$ cat config.mk
export PLATFORM = sky130hd
export DESIGN_NAME = ble_ll_deframer
export DESIGN_NICKNAME = d
export VERILOG_FILES = /design/src/rtl/ble_ll_pkg.sv /design/src/rtl/ble_ll_crc24.sv /design/src/rtl/ble_ll_deframer.sv
export SDC_FILE = /design/constraint.sdc
export NUM_CORES = 1
export LEC_CHECK = 0
export ABC_AREA = 1
export BUFFER_PORTS_ARGS = -buffer_cell sky130_fd_sc_hd__buf_2
export CAP_MARGIN = 20
export CELL_PAD_IN_SITES_DETAIL_PLACEMENT = 1
export CELL_PAD_IN_SITES_GLOBAL_PLACEMENT = 1
export CORE_AREA = 2 2 150 152
export DETAILED_ROUTE_END_ITERATION = 10
export DIE_AREA = 0 0 152 154
export HOLD_SLACK_MARGIN = 0.15
export PLACE_DENSITY_LB_ADDON = 0.1
export RECOVER_POWER = 100
export SYNTH_ARGS = -nofsm -noshare
export SYNTH_HDL_FRONTEND = slang
export SYNTH_SLANG_ARGS = --single-unit
$ cat constraint.sdc
create_clock -name clk -period 6.78 [get_ports clk]
set_input_delay 1.017 -clock clk [delete_from_list [all_inputs] [get_ports clk]]
set_output_delay 1.017 -clock clk [all_outputs]
set_load 0.02 [all_outputs]
$ cat src/rtl/ble_ll_pkg.sv
// Shared types and constants for the BLE link-layer deframer.
package ble_ll_pkg;

    typedef enum logic [1:0] {
        HUNT    = 2'd0,
        HDR     = 2'd1,
        PAYLOAD = 2'd2,
        CRC     = 2'd3
    } state_t;

    localparam logic [23:0] CRC_POLY    = 24'h00065B;
    // Taps of x^7+x^4+1: position 6 feeds back into positions 0 and 4
    localparam logic [6:0]  WHITEN_POLY = 7'h11;
    localparam logic [31:0] AA_ADV      = 32'h8E89BED6;
    localparam int          HDR_BITS    = 16;
    localparam int          CRC_BITS    = 24;

    function automatic logic [5:0] popcount32(input logic [31:0] v);
        logic [5:0] cnt;
        cnt = '0;
        for (int i = 0; i < 32; i++) cnt = cnt + 6'(v[i]);
        return cnt;
    endfunction

    // Bit index == LFSR position; position 1 holds the channel MSB
    function automatic logic [6:0] whiten_seed(input logic [5:0] ch);
        return {ch[0], ch[1], ch[2], ch[3], ch[4], ch[5], 1'b1};
    endfunction

endpackage

$ cat src/rtl/ble_ll_crc24.sv
// Per-bit dewhitening LFSR and CRC24 LFSR sharing one step strobe.
module ble_ll_crc24
    import ble_ll_pkg::*;
(
    input  logic        clk,
    input  logic        rst,
    input  logic        seed,
    input  logic [5:0]  chan,
    input  logic        preset,
    input  logic [23:0] crc_init,
    input  logic        step,
    input  logic        crc_en,
    input  logic        dw_en,
    input  logic        din,
    output logic        dout,
    output logic [23:0] crc_q
);
    logic [6:0]  wh_q, wh_d;
    logic [23:0] crc_d;
    logic        fb;

    assign dout = din ^ (wh_q[6] & dw_en);
    assign fb   = crc_q[23] ^ dout;

    always_comb begin
        wh_d  = wh_q;
        crc_d = crc_q;
        if (seed) begin
            wh_d = whiten_seed(chan);
        end else if (step) begin
            wh_d = {wh_q[5:0], 1'b0} ^ (wh_q[6] ? WHITEN_POLY : 7'h00);
        end
        if (preset) begin
            crc_d = crc_init;
        end else if (step && crc_en) begin
            crc_d = {crc_q[22:0], 1'b0} ^ (fb ? CRC_POLY : 24'h0);
        end
    end

    always_ff @(posedge clk) begin
        if (rst) begin
            wh_q  <= '0;
            crc_q <= '0;
        end else begin
            wh_q  <= wh_d;
            crc_q <= crc_d;
        end
    end

endmodule

$ cat src/rtl/ble_ll_deframer.sv
// BLE link-layer deframer: AA correlator, packet FSM, byte assembler and
// CRC status/statistics. Everything advances only on bit_valid.
module ble_ll_deframer
    import ble_ll_pkg::*;
#(
    parameter int NUM_AA      = 2,
    parameter int AA_ERR_TOL  = 0,
    parameter int MAX_PAYLOAD = 255
) (
    input  logic                  clk,
    input  logic                  rst,
    input  logic                  bit_in,
    input  logic                  bit_valid,
    input  logic [NUM_AA*32-1:0]  cfg_aa,
    input  logic [5:0]            cfg_chan_idx,
    input  logic [23:0]           cfg_crc_init,
    input  logic                  cfg_dewhiten_en,
    output logic [7:0]            out_byte,
    output logic                  out_valid,
    output logic                  out_sop,
    output logic                  out_eop,
    output logic                  pkt_done,
    output logic                  pkt_crc_ok,
    output logic                  pkt_len_err,
    output logic [1:0]            pkt_aa_idx,
    output logic [15:0]           pkt_count,
    output logic [15:0]           crc_err_count,
    output logic [1:0]            state_dbg
);
    state_t      state_q, state_d;
    logic [31:0] aa_sr_q, aa_sr_d, aa_cand;
    logic [5:0]  hunt_cnt_q, hunt_cnt_d;
    logic [4:0]  ph_cnt_q, ph_cnt_d;
    logic [7:0]  byte_sr_q, byte_sr_d, byte_nxt;
    logic [7:0]  len_q, len_d, pay_cnt_q, pay_cnt_d;
    logic        crc_bad_q, crc_bad_d, dw_en_q, dw_en_d;
    logic [7:0]  out_byte_q, out_byte_d;
    logic        out_valid_q, out_valid_d, out_sop_q, out_sop_d, out_eop_q, out_eop_d;
    logic        done_q, done_d, crc_ok_q, crc_ok_d, len_err_q, len_err_d;
    logic [1:0]  aa_idx_q, aa_idx_d;
    logic [15:0] pkt_count_q, pkt_count_d, crc_err_cnt_q, crc_err_cnt_d;

    logic        aa_hit;
    logic [1:0]  aa_hit_idx;
    logic        wh_seed, crc_preset, lfsr_step, crc_feed, dbit;
    logic [23:0] crc_reg;

    ble_ll_crc24 u_crc (
        .clk      (clk),
        .rst      (rst),
        .seed     (wh_seed),
        .chan     (cfg_chan_idx),
        .preset   (crc_preset),
        .crc_init (cfg_crc_init),
        .step     (lfsr_step),
        .crc_en   (crc_feed),
        .dw_en    (dw_en_q),
        .din      (bit_in),
        .dout     (dbit),
        .crc_q    (crc_reg)
    );

    assign aa_cand  = {bit_in, aa_sr_q[31:1]};
    assign byte_nxt = {dbit, byte_sr_q[7:1]};

    // Walk from the top index down so the lowest matching entry wins
    always_comb begin
        aa_hit     = 1'b0;
        aa_hit_idx = '0;
        for (int i = NUM_AA - 1; i >= 0; i--) begin
            if (popcount32(aa_cand ^ cfg_aa[32*i +: 32]) <= 6'(AA_ERR_TOL)) begin
                aa_hit     = 1'b1;
                aa_hit_idx = 2'(i);
            end
        end
    end

    always_comb begin
        state_d       = state_q;
        aa_sr_d       = aa_sr_q;
        hunt_cnt_d    = hunt_cnt_q;
        ph_cnt_d      = ph_cnt_q;
        byte_sr_d     = byte_sr_q;
        len_d         = len_q;
        pay_cnt_d     = pay_cnt_q;
        crc_bad_d     = crc_bad_q;
        dw_en_d       = dw_en_q;
        out_byte_d    = out_byte_q;
        aa_idx_d      = aa_idx_q;
        pkt_count_d   = pkt_count_q;
        crc_err_cnt_d = crc_err_cnt_q;
        out_valid_d   = 1'b0;
        out_sop_d     = 1'b0;
        out_eop_d     = 1'b0;
        done_d        = 1'b0;
        crc_ok_d      = 1'b0;
        len_err_d     = 1'b0;
        wh_seed       = 1'b0;
        crc_preset    = 1'b0;
        lfsr_step     = 1'b0;
        crc_feed      = 1'b0;

        if (bit_valid) begin
            case (state_q)
                HUNT: begin
                    aa_sr_d = aa_cand;
                    if (hunt_cnt_q != 6'd32) hunt_cnt_d = hunt_cnt_q + 6'd1;
                    if (hunt_cnt_q >= 6'd31 && aa_hit) begin
                        state_d    = HDR;
                        wh_seed    = 1'b1;
                        crc_preset = 1'b1;
                        dw_en_d    = cfg_dewhiten_en;
                        aa_idx_d   = aa_hit_idx;
                        ph_cnt_d   = '0;
                        crc_bad_d  = 1'b0;
                    end
                end
                HDR: begin
                    lfsr_step = 1'b1;
                    crc_feed  = 1'b1;
                    byte_sr_d = byte_nxt;
                    ph_cnt_d  = ph_cnt_q + 5'd1;
                    if (ph_cnt_q[2:0] == 3'd7) begin
                        out_valid_d = 1'b1;
                        out_byte_d  = byte_nxt;
                        if (ph_cnt_q != 5'(HDR_BITS - 1)) begin
                            out_sop_d = 1'b1;
                        end else begin
                            len_d     = byte_nxt;
                            ph_cnt_d  = '0;
                            pay_cnt_d = '0;
                            if ({24'd0, byte_nxt} > 32'(MAX_PAYLOAD)) begin
                                done_d     = 1'b1;
                                len_err_d  = 1'b1;
                                state_d    = HUNT;
                                aa_sr_d    = '0;
                                hunt_cnt_d = '0;
                            end else if (byte_nxt == 8'd0) begin
                                out_eop_d = 1'b1;
                                state_d   = CRC;
                            end else begin
                                state_d = PAYLOAD;
                            end
                        end
                    end
                end
                PAYLOAD: begin
                    lfsr_step = 1'b1;
                    crc_feed  = 1'b1;
                    byte_sr_d = byte_nxt;
                    ph_cnt_d  = ph_cnt_q + 5'd1;
                    if (ph_cnt_q[2:0] == 3'd7) begin
                        out_valid_d = 1'b1;
                        out_byte_d  = byte_nxt;
                        ph_cnt_d    = '0;
                        pay_cnt_d   = pay_cnt_q + 8'd1;
                        if (pay_cnt_q + 8'd1 == len_q) begin
                            out_eop_d = 1'b1;
                            state_d   = CRC;
                        end
                    end
                end
                CRC: begin
                    // Received CRC arrives MSB-first and is checked bit by bit
                    lfsr_step = 1'b1;
                    crc_bad_d = crc_bad_q | (dbit ^ crc_reg[5'(CRC_BITS - 1) - ph_cnt_q]);
                    ph_cnt_d  = ph_cnt_q + 5'd1;
                    if (ph_cnt_q == 5'(CRC_BITS - 1)) begin
                        done_d     = 1'b1;
                        crc_ok_d   = ~crc_bad_d;
                        state_d    = HUNT;
                        aa_sr_d    = '0;
                        hunt_cnt_d = '0;
                        if (pkt_count_q != 16'hFFFF) pkt_count_d = pkt_count_q + 16'd1;
                        if (crc_bad_d && crc_err_cnt_q != 16'hFFFF)
                            crc_err_cnt_d = crc_err_cnt_q + 16'd1;
                    end
                end
                default: state_d = HUNT;
            endcase
        end
    end

    always_ff @(posedge clk) begin
        if (rst) begin
            state_q       <= HUNT;
            aa_sr_q       <= '0;
            hunt_cnt_q    <= '0;
            ph_cnt_q      <= '0;
            byte_sr_q     <= '0;
            len_q         <= '0;
            pay_cnt_q     <= '0;
            crc_bad_q     <= 1'b0;
            dw_en_q       <= 1'b0;
            out_byte_q    <= '0;
            out_valid_q   <= 1'b0;
            out_sop_q     <= 1'b0;
            out_eop_q     <= 1'b0;
            done_q        <= 1'b0;
            crc_ok_q      <= 1'b0;
            len_err_q     <= 1'b0;
            aa_idx_q      <= '0;
            pkt_count_q   <= '0;
            crc_err_cnt_q <= '0;
        end else begin
            state_q       <= state_d;
            aa_sr_q       <= aa_sr_d;
            hunt_cnt_q    <= hunt_cnt_d;
            ph_cnt_q      <= ph_cnt_d;
            byte_sr_q     <= byte_sr_d;
            len_q         <= len_d;
            pay_cnt_q     <= pay_cnt_d;
            crc_bad_q     <= crc_bad_d;
            dw_en_q       <= dw_en_d;
            out_byte_q    <= out_byte_d;
            out_valid_q   <= out_valid_d;
            out_sop_q     <= out_sop_d;
            out_eop_q     <= out_eop_d;
            done_q        <= done_d;
            crc_ok_q      <= crc_ok_d;
            len_err_q     <= len_err_d;
            aa_idx_q      <= aa_idx_d;
            pkt_count_q   <= pkt_count_d;
            crc_err_cnt_q <= crc_err_cnt_d;
        end
    end

    assign out_byte      = out_byte_q;
    assign out_valid     = out_valid_q;
    assign out_sop       = out_sop_q;
    assign out_eop       = out_eop_q;
    assign pkt_done      = done_q;
    assign pkt_crc_ok    = crc_ok_q;
    assign pkt_len_err   = len_err_q;
    assign pkt_aa_idx    = aa_idx_q;
    assign pkt_count     = pkt_count_q;
    assign crc_err_count = crc_err_cnt_q;
    assign state_dbg     = state_q;

endmodule
After elaboration in Yosys (flattened, before gate mapping)

Cells that the tools add are included.

$add $sub $neg: 68
Order comparisons: 4
Equality and inequality tests: 17
Mux-type cells: 52
Bitwise logic cells: 17
Reductions and logical operators: 28

Operators with widths:

| cell                    | count |
|---|---|
| $add A6 B1 Y6           | 52 |
| $pmux W32 S2            | 1 |
| $xor A32 B32 Y32        | 2 |
| $mux W24                | 2 |
| $add A16 B1 Y16 const B | 2 |
| $mux W32                | 1 |
| $ne A16 B16 Y1 const B  | 2 |
| $mux W5                 | 5 |
| $mux W8                 | 3 |
| $xor A24 B24 Y24        | 1 |
| $mux W1                 | 21 |
| $pmux W5 S4             | 1 |
| $pmux W8 S2             | 1 |
| $reduce_and A4 Y1       | 4 |
| $mux W2                 | 7 |
| $mux W7                 | 2 |
| $ne A2 B2 Y1 const B    | 7 |
| $add A5 B1 Y6           | 2 |
| $le A6 B1 Y1 const B    | 2 |
| $mux W6                 | 2 |
| $pmux W6 S2             | 1 |
| $reduce_and A3 Y1       | 4 |
| $mux W11                | 1 |
| $add A4 B1 Y5           | 2 |
| 34 further kinds        | 58 |

Register bits: 149
Bits of input ports: 99

Logic depth before layout (Yosys ltp)

Gate-level depths: netlist of run 1.

Depth after elaboration: 40
Mapped depth: 26
Depth with buffers taken out: 25

Modules after synthesis

From an unflattened synthesis of run 1, not the netlist that was laid out.

Cells, all modules: 1178
Area, all modules: 9028.7 sq um

Modules (own cells, without submodules):

| module          | times used | cells an instance | area an instance (sq um) | seq. area each (sq um) |
|---|---|---|---|---|
| ble_ll_deframer | 1          | 966               | 7518.5                   | 2302.2 |
| ble_ll_crc24    | 1          | 212               | 1510.2                   | 620.6 |

Least setup slack after synthesis of run 1

Ideal clock, no wire load.

Path type: input to register
Start: in cfg_aa[1]
End: reg u_crc.crc_q[15]
Library setup time: 0.132 ns
Arrival time: 6.002 ns
Required time: 6.648 ns
Setup slack: 0.646 ns
Stages: 18
Cell sequence: xnor2_1 -> fa_1 -> fa_1 -> fa_1 -> fa_1 -> fa_1 -> inv_1 -> fa_1 -> ha_1 -> fa_1 -> nor4_1 -> nand4_1 -> nand2_1 -> nand3_1 -> clkbuf_1 -> clkbuf_1 -> nand3_1 -> a31oi_1

Word-level cells in the longest chain between the ends: 39
Elaborated cells between the ends (all ways): 40
Classes of those cells: add/sub (31); order compare (1); mux (5); bitwise (1); reduce/logical (2)

RTL lines:

| item                                                  | RTL line               | RTL |
|---|---|---|
| start, declared                                       | ble_ll_deframer.sv:14  | `input logic [NUM_AA*32-1:0] cfg_aa,` |
| $xor A32 B32 Y32 *                                    | ble_ll_deframer.sv:71  | `if (popcount32(aa_cand ^ cfg_aa[32*i +: 32]) <= 6'(AA_ERR_TOL)) begin` |
| $add A1 B1 Y2 *                                       | ble_ll_pkg.sv:21       | `for (int i = 0; i < 32; i++) cnt = cnt + 6'(v[i]);` |
| $add A2 B1 Y3 *                                       | ble_ll_pkg.sv:21       |  |
| $add A3 B1 Y4 *                                       | ble_ll_pkg.sv:21       |  |
| $add A4 B1 Y5 *                                       | ble_ll_pkg.sv:21       |  |
| $add A5 B1 Y6 *                                       | ble_ll_pkg.sv:21       |  |
| $add A6 B1 Y6 * (26 in a row)                         | ble_ll_pkg.sv:21       |  |
| $le A6 B1 Y1 *                                        | ble_ll_deframer.sv:71  |  |
| $mux W1 *                                             | ble_ll_deframer.sv:71  |  |
| $logic_and A1 B1 Y1 *                                 | ble_ll_deframer.sv:108 | `if (hunt_cnt_q >= 6'd31 && aa_hit) begin` |
| $mux W1 *                                             | ble_ll_deframer.sv:108 |  |
| $mux W1 *                                             | ble_ll_deframer.sv:104 | `case (state_q)` |
| $mux W1 *                                             | ble_ll_deframer.sv:103 | `if (bit_valid) begin` |
| $mux W24 / $reduce_bool A2 Y1 (equally long branches) | n/a                    |  |
| end signal, assigned                                  | ble_ll_crc24.sv:46     | `crc_q <= crc_d;` |
| end, declared                                         | ble_ll_crc24.sv:16     | `output logic [23:0] crc_q` |

Mark *: on every way between the ends. The rest lies on a longest branch, timed or not.
A chain may end at the register's enable or synchronous reset.

Worst setup path in the final report of run 1

Start: in cfg_aa[1]
End: reg u_crc.crc_q[4]

Same word-level chain as after synthesis.

==> results.txt, run 1 <==
The final hold violation count came to 0. The worst setup path is captured at a register. CTS saw 146 sinks. The power density over the cells is 327.5 nW/um2.

The most used flip-flop cell after synthesis is sky130_fd_sc_hd__dfxtp_1. The most prevalent standard cell on the critical path is sky130_fd_sc_hd__fa_1. After detailed routing, the number of remaining DRC violations is 0.

The area of the die came out at 23,410 um2. The path with the worst hold slack has its endpoint at pkt_count[4]. The number of antenna violations at the first check in global routing is 0. The routed wire length came out at 24,680 um.

The clock-pin slew on the worst setup and hold paths is 0.07 ns. The number of violations of the max-capacitance limit is 3. The weighted congestion reported at the end of routability-driven placement came out at 0.8464.

The number of buffers added to fix hold violations after cts is 0. The checks that failed: max-capacitance violations, max-slew violations. Sequential elements use 32.46% of the synthesized area. The number of storage elements in the synthesis netlist is 146. The number of buffers inserted by post-CTS setup repair is 0. The number of antenna-violating nets in the routed design is 0. Clock tree synthesis inserted a total of 17 buffers. Of the post-synthesis cell area, the dominant cell type holds 32.46%. The flow ran to the end, but the final reports show violations.

In this run the tool buffered the top-level ports with 146 buffer cells. The total overflow reported by the global router came out at 0. The clock latency on the worst-skew pair came out at 0.42 ns.

The type of the worst setup path is in2reg. The setup TNS is 0 ns. The slack of the worst reg-to-reg path is 0.81 ns. The HPWL after detailed placement is 18,590 um. At the worst endpoint, the required time is 6.96 ns. Setup repair after global routing left no endpoint under its margin. The largest stage delay on the critical path is 0.58 ns. The count of flip-flops with a built-in enable after synthesis came out at 0. The post-place instance area came out at 9952 um2. The upper clock frequency limit came out at 0.1604 GHz.

From synthesis to final layout, the design area changed by 15.62%. A synthesized cell averages 7.843 um2. The launch instance of the worst min-delay path is pkt_count[4]. In the routed layout, each cell is associated on average with a via count of 5.093. The root buffer cell chosen for the clock tree is sky130_fd_sc_hd__clkbuf_16. The largest area contributor in the synthesized netlist is sky130_fd_sc_hd__dfxtp_1.

By count the netlist is led by sky130_fd_sc_hd__nand2_1, sky130_fd_sc_hd__dfxtp_1, sky130_fd_sc_hd__nand3_1. 0 antenna diodes ended up in the layout. The slowest stage of the critical path is the sky130_fd_sc_hd__fa_1 cell. The fill cell total of the finished layout is 2,779. For this run, the number of Yosys warnings is 0. In this run the horizontal extent of the chip is 152 um. The area of the placeable core came out at 21,690 um2. TritonCTS built the clock tree. The max-slew violation count is 135. The average wire length per cell after detail routing is 15.71 um. The number of cells on the worst reg-to-reg path is 17. The first-pass GRT wire length came out at 41,700 um. The maximum clock insertion buffer count is 2.

The worst setup path is launched from an input port. For the finished layout, the period the worst path requires is 6.236 ns. The final worst clock skew is 0.01336 ns. Counting every instance in the synthesized netlist gives 1,148. The number of top-level pins came out at 149. The static leakage came out at 3.969 nW. Setup violations remaining at the end of the flow were counted as 0. After synthesis, the cell types taking the most area are sky130_fd_sc_hd__dfxtp_1, sky130_fd_sc_hd__fa_1, sky130_fd_sc_hd__nand2_1, sky130_fd_sc_hd__xnor2_1, sky130_fd_sc_hd__nand3_1. Of all nets on the critical path, the largest fanout is 18. The row count is 54.

The via count of the first global-routing pass came out at 8,272. The count of distinct cell types in the synthesized netlist is 49. The path class of the tightest hold or removal check is reg2reg.

The count of TritonRoute iterations in the first routing pass is 4. The peak ir drop on the vdd network is 0.1603 mV. Measured against its own limit, the worst slew margin works out to -75.01%. The number of levels in the clock H-tree came out at 4. The cell depth of the worst min-delay path is 2. The number of resized instances in the post-cts repair step is 0.

The total routing usage reported by global routing came out at 21.69%. The endpoint arrival time on the critical path is 6.42 ns. The proportion of layout cells with a drive suffix above 1 is 14.02%. The pin count of the biggest net entering global routing is 51. The actual transition at the worst max-transition pin came out at 2.625 ns. sky130_fd_sc_hd__nand2_1 is the most common cell in the netlist. The number of nets in the layout came out at 1,454. The overall die height is 154 um. The signal on the critical path passes through clkbuf_1 > xnor2_1 > fa_1 > fa_1 > fa_1 > fa_1 > fa_1 > inv_1 > fa_1 > ha_1 > fa_1 > nor4_1 > nand4_1 > nand2_1 > nand3_1 > buf_4 > o21ai_0 > a21oi_1. The initial standard-cell utilization of the core came out at 41.51%.

The fraction of synthesis flops using an asynchronous set or reset pin is 0%. The cell area after synthesis is 9004 um2. The endpoint of the worst register-to-register path is u_crc.crc_q[4]. Of the available clock period, the critical path in the final layout requires 91.98%. The total vias in the final route is 8,001.

The worst register-to-register path begins at aa_sr_q[2]. After routing the design area is 10,410 um2. The detailed router finished its first iteration with 334 violations.
-- sequential cells by signal, summed over array words and instances, names as in the netlist, 2 cells and up --
register	flops
u_crc.wh_q	7
byte_sr_q	7
out_byte	8
ph_cnt_q	5
len_q	8
crc_err_count	16
hunt_cnt_q	6
u_crc.crc_q	24
aa_sr_q	31
state_dbg	2
pkt_count	16
pay_cnt_q	8
-- cell usage in the layout (no fill, tap or decap), types with 23 or more instances in the layout --
cell type / instances
sky130_fd_sc_hd__a21oi_1: 91
sky130_fd_sc_hd__o21ai_0: 63
sky130_fd_sc_hd__dfxtp_1: 146
sky130_fd_sc_hd__nor2_1: 68
sky130_fd_sc_hd__clkbuf_1: 56
sky130_fd_sc_hd__ha_1: 29
sky130_fd_sc_hd__buf_2: 96
sky130_fd_sc_hd__nand2_1: 204
sky130_fd_sc_hd__nand3_1: 113
sky130_fd_sc_hd__xnor2_1: 70
sky130_fd_sc_hd__a31oi_1: 26
sky130_fd_sc_hd__inv_1: 113
sky130_fd_sc_hd__nand4_1: 23
sky130_fd_sc_hd__fa_1: 48
-- worst max-delay path, delay by kind of cell --
kind | cells | cell delay [ns]
and+or+nand+nor | 4 | 0.74
xor gates and xnor gates | 1 | 0.20
AOI/OAI and AO/OA | 2 | 0.24
buffers and inverters | 3 | 0.39
adders and majority gates | 8 | 3.80
-- where the power goes --
group / internal, W / switching [W]
sequential: 0.000905 / 0.0000774
clock: 0.000507 / 0.000382
combinational: 0.000616 / 0.000922
total: 0.00203 / 0.00138
-- worst max path at each step --
stage,startpoint,end,slack [ns]
after global routing,cfg_aa[1],u_crc.crc_q[9],0.13
final,cfg_aa[1],u_crc.crc_q[4],0.54
after detailed placement,cfg_aa[1],u_crc.crc_q[6],0.13
after CTS,cfg_aa[1],u_crc.wh_q[5],0.55
after floorplan,cfg_aa[1],u_crc.crc_q[15],0.65
after global placement,cfg_aa[1],u_crc.crc_q[19],0.25
-- per-stage QoR --
stage          utilization (%)  hold slack, ns  setup WS, ns  total power (W)  cells
2_1_floorplan                -          0.4453        0.6457         0.002178   1149
3_3_place_gp             45.89          0.4499        0.2528         0.002519   1539
3_5_place_dp             45.89          0.4697        0.1327         0.002570   1539
4_1_cts                  48.40          0.4784        0.5495         0.003477   1571
5_1_grt                  48.00          0.4996        0.1343         0.003766   1571
6_report                 48.00          0.4826        0.5438         0.003410   1571
-- logic make-up (layout without fill, tap and decap cells) --
| group | count (synthesis) | in the layout | share of synthesized area, % |
|---|---|---|---|
| xor gates and xnor gates | 88 | 88 | 8.560 |
| and+or+nand+nor | 472 | 472 | 24.28 |
| buffers and inverters | 167 | 309 | 7.754 |
| DFF | 146 | 146 | 32.46 |
| adders and majority gates | 77 | 77 | 14.70 |
| other | 1 | 2 | 0.04165 |
| AOI/OAI and AO/OA | 197 | 197 | 12.20 |
-- area by class of cell --
class | instances | area (um2) | area share [%]
clock buffers | 21 | 440.4 | 4.231
repair buffers | 160 | 778.2 | 7.476
clock inverters | 11 | 103.9 | 0.9976
well taps | 280 | 350.3 | 3.365
flip-flops and latches | 146 | 2923 | 28.08
multi-input cells | 836 | 5373 | 51.61
inverters | 117 | 441.7 | 4.243
-- routing by layer --
layer,global-route usage (%),vias up,part of all wire (%)
li1,-,4041,-
met1,28.82,3803,47
met4,4.094,0,0.69
met5,0,-,0
met2,37.32,141,48
met3,3.918,16,4.0
Note: power is estimated with default switching activity, not from simulation.
==> run 2, diff against run 1 <==
--- a/config.mk
+++ b/config.mk
@@ -8,13 +8,11 @@
 export ABC_AREA = 1
 export BUFFER_PORTS_ARGS = -buffer_cell sky130_fd_sc_hd__buf_2
 export CAP_MARGIN = 20
-export CELL_PAD_IN_SITES_DETAIL_PLACEMENT = 1
-export CELL_PAD_IN_SITES_GLOBAL_PLACEMENT = 1
-export CORE_AREA = 2 2 150 152
+export CORE_AREA = 2 2 145 147
 export DETAILED_ROUTE_END_ITERATION = 10
-export DIE_AREA = 0 0 152 154
+export DIE_AREA = 0 0 147 149
 export HOLD_SLACK_MARGIN = 0.15
-export PLACE_DENSITY_LB_ADDON = 0.1
+export PLACE_DENSITY = 0.65
 export RECOVER_POWER = 100
 export SYNTH_ARGS = -nofsm -noshare
 export SYNTH_HDL_FRONTEND = slang
==> run 2 against run 1 <==
Net effect:
- the run still ends with max-capacitance violations, max-slew violations left
- clock power is 14% higher
- worst setup slack worse by 0.063 ns
- routed wire length is 10% lower
- critical endpoint is now u_crc.crc_q[22]
- highest routed layer unchanged
==> results.txt, run 2 (synthesis results as in run 1) <==
The flow ran to the end, but the final reports show violations. The final reports fail on max-capacitance violations, max-slew violations. The area of the die came out at 21,900 um2. The weighted congestion reported at the end of routability-driven placement came out at 0.8611. The area of the placeable core came out at 20,560 um2. The endpoint arrival time on the critical path is 6.55 ns. The maximum clock insertion buffer count is 2. The via count of the first global-routing pass is 7,542. The final worst clock skew came out at 0.01038 ns.

In this run the critical register-to-register path is launched from aa_sr_q[6]. The critical path is of the in2reg type. In this run the worst setup path begins at cfg_aa[5]. The actual transition at the worst max-transition pin came out at 1.929 ns. Counting flops per register, the top entry is aa_sr_q.

The row count is 53. The number of antenna-violating nets in the routed design is 0. The total setup violations reported at the end of the flow came out at 0. The most prevalent standard cell on the critical path is sky130_fd_sc_hd__fa_1.

The number of nets in the layout came out at 1,452. The sink count of the clock tree came out at 146. The overall die width is 147 um. The library cell used most frequently in the layout, excluding fill and tap cells, is sky130_fd_sc_hd__nand2_1. Per report_power, the sequential group accounts for 27.9% of the total. The proportion of layout cells with a drive suffix above 1 is 13.28%. The post-route minimum period is 6.299 ns. The part of the power in the clock network is 28.9%. The tightest min-delay check is of the reg2reg type. The signed area change from the synthesized netlist to the final layout came out at 15.66%. The first-pass GRT wire length is 37,070 um. The worst setup path is launched from an input port. The largest registers in the layout are aa_sr_q: 31 flops, u_crc.crc_q: 24 flops. The net switching power is 0.001349 W. The count of buffer and inverter cells on the critical path came out at 5. The number of I/O port buffers is 146.

The power density over the cells came out at 336.4 nW/um2. Counting tap cells, the placed design contains a total of 1,531 instances. The final antenna diode count is 0. The die is 149 um tall.

After clock tree synthesis, the flow added hold-fix buffers numbering 0. The tree is rooted in a sky130_fd_sc_hd__clkbuf_16. The launch instance of the worst min-delay path is pay_cnt_q[7]. In this run the number of H-tree levels came out at 4. The setup TNS is 0 ns. The internal power consumption came out at 0.002154 W.

The clock-pin slew on the worst setup and hold paths came out at 0.06 ns. Using the TritonRoute via totals, the vias-per-cell ratio works out to 5.016. The peak ir drop on the vdd network came out at 0.2283 mV.

The max-slew violation count came out at 112. Clock latency on the worst-skew pair, taken at its later pin, is 0.42 ns. The pin count of the biggest net entering global routing is 87.

The number of antenna violations at the first check in global routing came out at 0. The static leakage came out at 3.993 nW. The CTS tree is yes.

The detailed router finished its first iteration with 311 violations. The total vias in the final route came out at 7,840. For the worst setup path, the data required time is 7.03 ns. In the routed design, unresolved DRC markers number 0. In this run switching power makes up 38.52% of total power. For this run, the top clock speed supported by timing is 0.1588 GHz. The final clock period utilization by the worst path came out at 92.90%.

Setup repair after global routing left no endpoint under its margin. Leaving out fill and tap cells, the most frequent cells in the layout are sky130_fd_sc_hd__nand2_1, sky130_fd_sc_hd__dfxtp_1, sky130_fd_sc_hd__nand3_1. For this run, the share of the core covered by cells in the final layout is 50.66%.

In the final routed layout, each cell accounts on average for 14.19 um. Once the floorplan was initialized, standard cells occupied 43.80% of the core. The final hold violation count came out at 0.

Among cell families on the critical path, the largest total delay comes from adder cells. The largest fanout on the critical path came out at 23. The portion of total power attributed to combinational logic came out at 43.2%. The wire-length estimate of the detail-placed layout is 16,340 um. After clock tree synthesis, the repair step resized 0 gates. The number of buffers inserted by post-CTS setup repair is 0. Among all stages on the critical path, the largest delay is contributed by sky130_fd_sc_hd__fa_1.

Measured against its own limit, the worst slew margin works out to -28.61%. STA classifies the critical path endpoint as a register. The routed wire length is 22,190 um. The number of flip-flops in the largest register is 31. In this design, the stage delay of the slowest critical-path cell is 0.55 ns. The critical path goes through clkbuf_1 > xnor2_1 > fa_1 > fa_1 > fa_1 > fa_1 > fa_1 > inv_1 > fa_1 > ha_1 > fa_1 > nor4_1 > nand4_1 > nand2_1 > nand3_1 > clkbuf_1 > nand2_1 > inv_1 > buf_4 > nand2_1 > a31oi_1. In the global route stage, overall resource usage came out at 20.85%.

The non-filler instance count after layout is 1,563. The TritonCTS buffer count came out at 17. In this run the count of I/O pins placed on the die edge is 149.

The total overflow reported by the global router is 0. The count of TritonRoute iterations in the first routing pass came out at 4. Max-cap violations in this run came to 3.
==> run 2: tightest hold or removal path, cell delays in order (launching register included) <==
cell and delay (ns):
sky130_fd_sc_hd__dfxtp_1 0.31, sky130_fd_sc_hd__nand2_1 0.06, sky130_fd_sc_hd__a21oi_1 0.05
==> run 2: through the flow <==
stage                     worst slack, ns  hold slack, ns  area, um2  total power, W
after floorplan                    0.6457          0.4453       9007        0.002178
after global placement             0.1027          0.4518       9923        0.002519
after detailed placement          0.08688          0.4557       9923        0.002536
after CTS                          0.5068          0.4652      10560        0.003573
after global routing               0.1051          0.4962      10410        0.003843
final                              0.4812          0.4644      10410        0.003503
==> run 2: worst paths after layout <==
kind / to / slack [ns] / depth (start not counted)
max: u_crc.crc_q[22] / 0.48 / 21
min: pay_cnt_q[7] / 0.46 / 2
max reg2reg: u_crc.crc_q[22] / 0.78 / 20
min reg2reg: pay_cnt_q[7] / 0.46 / 2
==> run 2: power groups by stage <==
stage | logic, W | clock network [W] | registers [W]
after floorplan | 0.00122 | 0 | 0.000962
after global placement | 0.00152 | 0 | 0.000996
after detailed placement | 0.00154 | 0 | 0.000997
after CTS | 0.00156 | 0.00104 | 0.000979
after global routing | 0.00178 | 0.00108 | 0.000987
final | 0.00151 | 0.00101 | 0.000977
==> run 2: routing by layer <==
layer  GRT usage [%]  vias to the layer above  wire length, um
met4           5.721                        0              301
met5               0                        -                0
li1                -                     4032                -
met1           28.66                     3625            10680
met3           4.067                       26             1012
met2           33.71                      157            10190
==> run 2: area by class of cell <==
class | instances | area, um2
Sequential cell | 146 | 2923
Clock buffer | 19 | 452.9
Tap cell | 275 | 344.1
Timing Repair Buffer | 158 | 749.5
Inverter | 117 | 440.4
Clock inverter | 12 | 180.2
Fill cell | 2043 | 10140
Multi-Input combinational cell | 836 | 5324
